File: src/rtl/booth_seq_accum.sv
// Sequential radix-4 Booth multiplier: signed 32x32 -> 64, one Booth digit
// per cycle into a 64-bit accumulator, with valid/ready handshakes on both sides.
module booth_seq_accum (
  input  logic        clk,
  input  logic        rst_n,
  input  logic        in_valid,
  output logic        in_ready,
  input  logic [31:0] xin,
  input  logic [31:0] yin,
  output logic        out_valid,
  input  logic        out_ready,
  output logic [63:0] product
);

  typedef enum logic [1:0] {
    IDLE = 2'd0,
    RUN  = 2'd1,
    DONE = 2'd2
  } state_e;

  state_e      state_q, state_d;
  logic [63:0] x_q, x_d;
  logic [32:0] y_q, y_d;
  logic [63:0] acc_q, acc_d;
  logic [3:0]  cnt_q, cnt_d;
  logic [63:0] product_q, product_d;

  logic [63:0] pp;
  logic [63:0] sum;

  // Booth digit decode of the low three multiplier bits.
  always_comb begin
    // NOTE: every always_comb output gets a default first, so no path leaves it unassigned and no latch is inferred.
    pp = '0;
    case (y_q[2:0])
      3'b001, 3'b010: pp = x_q;
      3'b011:         pp = x_q << 1;
      3'b100:         pp = ~(x_q << 1) + 64'd1;
      3'b101, 3'b110: pp = ~x_q + 64'd1;
      default:        pp = '0;
    endcase
  end

  assign sum = acc_q + pp;

  always_comb begin
    state_d   = state_q;
    x_d       = x_q;
    y_d       = y_q;
    acc_d     = acc_q;
    cnt_d     = cnt_q;
    product_d = product_q;
    case (state_q)
      IDLE: begin
        // in_ready is high throughout IDLE, so in_valid alone completes the handshake.
        if (in_valid) begin
          state_d = RUN;
          x_d     = {{32{xin[31]}}, xin};
          y_d     = {yin, 1'b0};
          acc_d   = '0;
          cnt_d   = '0;
        end
      end
      RUN: begin
        acc_d = sum;
        x_d   = x_q << 2;
        y_d   = {{2{y_q[32]}}, y_q[32:2]};
        cnt_d = cnt_q + 4'd1;
        if (cnt_q == 4'd15) begin
          product_d = sum;
          state_d   = DONE;
        end
      end
      DONE: begin
        if (out_ready) state_d = IDLE;
      end
      default: state_d = IDLE;
    endcase
  end

  always_ff @(posedge clk or negedge rst_n) begin
    // NOTE: the datapath registers are reset too, so an aborted operation leaves nothing behind and product reads 0.
    if (!rst_n) begin
      state_q   <= IDLE;
      x_q       <= '0;
      y_q       <= '0;
      acc_q     <= '0;
      cnt_q     <= '0;
      product_q <= '0;
    end else begin
      // NOTE: non-blocking assignments so every flop samples the pre-edge values.
      state_q   <= state_d;
      x_q       <= x_d;
      y_q       <= y_d;
      acc_q     <= acc_d;
      cnt_q     <= cnt_d;
      product_q <= product_d;
    end
  end

  assign in_ready  = (state_q == IDLE);
  assign out_valid = (state_q == DONE);
  assign product   = product_q;

endmodule
File: config.mk
export PLATFORM = sky130hd
export DESIGN_NAME = booth_seq_accum
export DESIGN_NICKNAME = d
export VERILOG_FILES = /design/src/rtl/booth_seq_accum.sv
export SDC_FILE = /design/constraint.sdc
export NUM_CORES = 1
export LEC_CHECK = 0
export ABC_AREA = 1
export CAP_MARGIN = 20
export CORE_MARGIN = 5
export CORE_UTILIZATION = 30
export CTS_CLUSTER_DIAMETER = 100
export DETAILED_ROUTE_END_ITERATION = 8
export HOLD_SLACK_MARGIN = 0.03
export PLACE_DENSITY = 0.48
export SLEW_MARGIN = 10
export SYNTH_ARGS = -nofsm -noshare
export SYNTH_HDL_FRONTEND = slang
export SYNTH_SLANG_ARGS = --single-unit
File: constraint.sdc
create_clock -name clk -period 3.34 [get_ports clk]
set_clock_uncertainty 0.15 [all_clocks]
set_input_delay 0.668 -clock clk [delete_from_list [all_inputs] [get_ports clk]]
set_output_delay 0.668 -clock clk [all_outputs]
set_load 0.005 [all_outputs]
==> results.yml <==
status:
  status: "finished with violations"
  violations: "negative setup slack"
placed_design:
  io_buffers: 133
  dp_hpwl_um: 59220
  gp_congestion: 0.9714
  dpl_cell_area_mm2: 0.02348
routing:
  wl_per_cell_um: 19.45
  wl_um: 77510
  drt-pass1-iter-count: 5
  ant_nets: 0
  first_iter_violations: 1393
  drc: 0
  vias_per_cell: 5.025
  vias: 20031
yosys:
  yosys-top-cells-area: "dfrtp_1 (34%), nand2_1 (15%), nand3_1 (7.7%)"
  synthesis.area_mm2: 0.01699
  synth_top_area_cell: "dfrtp_1"
  synth_top_area_share_pct: 34.03
  yosysMostFrequentCell: "nand2_1"
  ys_async_sr_fraction_pct: 100.0
  synth_common_cells: "nand2_1 (687), inv_1 (278), nand3_1 (261), nor2_1 (259), dfrtp_1 (231)"
  ys_seq_elements: 231
  synth_edf_count: 0
  synth_cell_types: 58
  syn_avg_cell_area_um2: 6.836
  ys.flop_type: "dfrtp_1"
  syn-num-nets: 2619
  ys_warn_count: 0
  synth.yosys.seq_area_share_pct: 34.03
  syn_inst: 2485
timing:
  finalCriticalPeriod_ns: 4.120
  report.final.slew_viol_count: 0
  setup_violations: 104
  rsz0062_at_grt: "true"
  final_hold_viol_count: 0
  tightest_slew_ns: 1.034
  layout_setup_ws_ns: -0.7803
  slew_headroom_pct: 31.07
  timing.final.crit_share_pct: 123.4
  max_freq_mhz: 242.7
clock_network:
  clock_latency_ns: 0.61
  clk_path_buf_depth: 3
  cts_root_buffer: "clkbuf_16"
  numCtsBuffers: 29
  cts.sinks: 231
  htree_levels: 1
  cts_tree: "yes"
  clkTransAtPathRegs_ns: 0.06
global_routing:
  grt_overflow: 0
  grt_usage_pct: 24.21
  grt_max_degree: 93
  first_global_vias: 19794
  grt_pass1_wl_um: 116100
  antenna_found_initial: 0
worst_setup_path:
  path_buf_inv: 7
  reg2reg_slack_ns: -0.78
  endpoint_kind: "flip-flop"
  critPathTopFamily: "simple AND/OR/NAND/NOR gates"
  worstPathArrival_ns: 4.45
  crit_type: "reg2reg"
  crit_top_cell: "nand2_1"
  critical_path.max_stage_delay_ns: 0.43
  critical-path-slowest-cell: "ha_4"
  cp_max_fo: 4
  start_kind: "flip-flop"
  required_ns: 3.67
floorplanning:
  rows: 87
  core-area_mm2: 0.05628
  die_y_um: 248.0
  die_x_um: 248.0
  start_util_pct: 30.18
  dieArea_mm2: 0.06148
  pin_count: 134
finish:
  n_antenna_cell: 0
  drive_above_1_share_pct: 40.99
  finalInstanceArea_mm2: 0.02836
  syn2layout_area_growth_pct: 66.98
  fin_util_pct: 50.40
  nets: 3343
run:
  maxCapViolCount: 0
min_path:
  min_path_type: "reg2reg"
per-stage QoR:
step                      hold slack [ns]  setup TNS (ns)  std cells  setup slack, ns
after CTS                          0.3319          -65.89       3933          -0.8608
after global placement             0.3115          -86.86       3844           -1.530
after global routing               0.3503          -81.71       3986           -1.005
after floorplan                    0.2224         -0.2104       2485         -0.02840
after detailed placement           0.3143          -88.92       3845           -1.478
final                              0.3170          -58.83       3986          -0.7803
logic make-up (layout without fill, tap and decap cells):
kind of cell	Yosys count	after routing	share of synthesized area, %
multiplexers	2	2	0.1252
AND/OR/NAND/NOR	1341	1341	34.16
buffers and inverters	376	1121	8.346
XOR/XNOR	58	58	3.035
flip-flops	231	231	34.03
AO/OA/AOI/OAI	411	411	15.40
adder cells (fa/ha/maj)	66	66	4.906
repair_timing:
item | in CTS | in global routing
resized for setup | 267 | 540
setup buffers | 36 | 56
pin swaps | 64 | 181
hold buffers | 1 | 0
setup endpoints to repair | 110 | 118
hold endpoints to repair | 51 | 0
area by class of cell:
type,instances,area [um2]
timing repair buffer,784,6535
clock inverter,13,147.6
tap,756,945.9
fill,5519,27910
inverter,285,1089
sequential,231,5782
multi-input combinational,1878,13040
clock buffer,39,823.3
final timing paths:
path | start | endpoint | cells after the start
max | x_q[0] | acc_q[61] | 25
min | product[37] | product[37] | 2
max reg2reg | x_q[0] | acc_q[61] | 25
min reg2reg | product[37] | product[37] | 2
max in group asynchronous | rst_n | acc_q[56] | 3
min in group asynchronous | rst_n | product[16] | 2
registers in the layout (all words and copies together) (netlist names):
register  flops
cnt_q         4
state_q       2
y_q          33
x_q          64
acc_q        64
product      64
worst register-to-register path, delay by kind of cell (launching register included):
kind | cells | cell delay [ns]
adder cells (fa/ha/maj) | 1 | 0.44
buffers and inverters | 7 | 0.90
flip-flops | 1 | 0.38
AND/OR/NAND/NOR | 17 | 2.11
cell usage in the layout (no fill, tap or decap), drive strengths merged, types with 13 or more instances in the layout:
cell	netlist	routed
nand2	692	692
buf	8	652
inv	284	286
nor2	272	272
nand3	264	264
dfrtp	231	231
o21ai	138	138
clkdlybuf4s50	0	131
a21oi	91	91
o221ai	72	72
ha	65	65
xor2	44	44
nand4	40	40
clkbuf	83	39
nor3	28	28
o22ai	22	22
o2111ai	21	21
o211ai	16	16
or2	14	14
xnor2	14	14
nand3b	13	13
o21a	13	13
per-layer routing:
metal | vias to the layer above | track usage (%) | part of all wire, %
li1 | 9791 | - | -
met1 | 9638 | 35.03 | 47
met2 | 507 | 39.03 | 46
met3 | 95 | 2.348 | 4.6
met4 | 0 | 5.989 | 2.4
met5 | - | 0 | 0
Power is not shown: default switching activity piles up to over one toggle a cycle in this logic, so the estimate is an artifact.
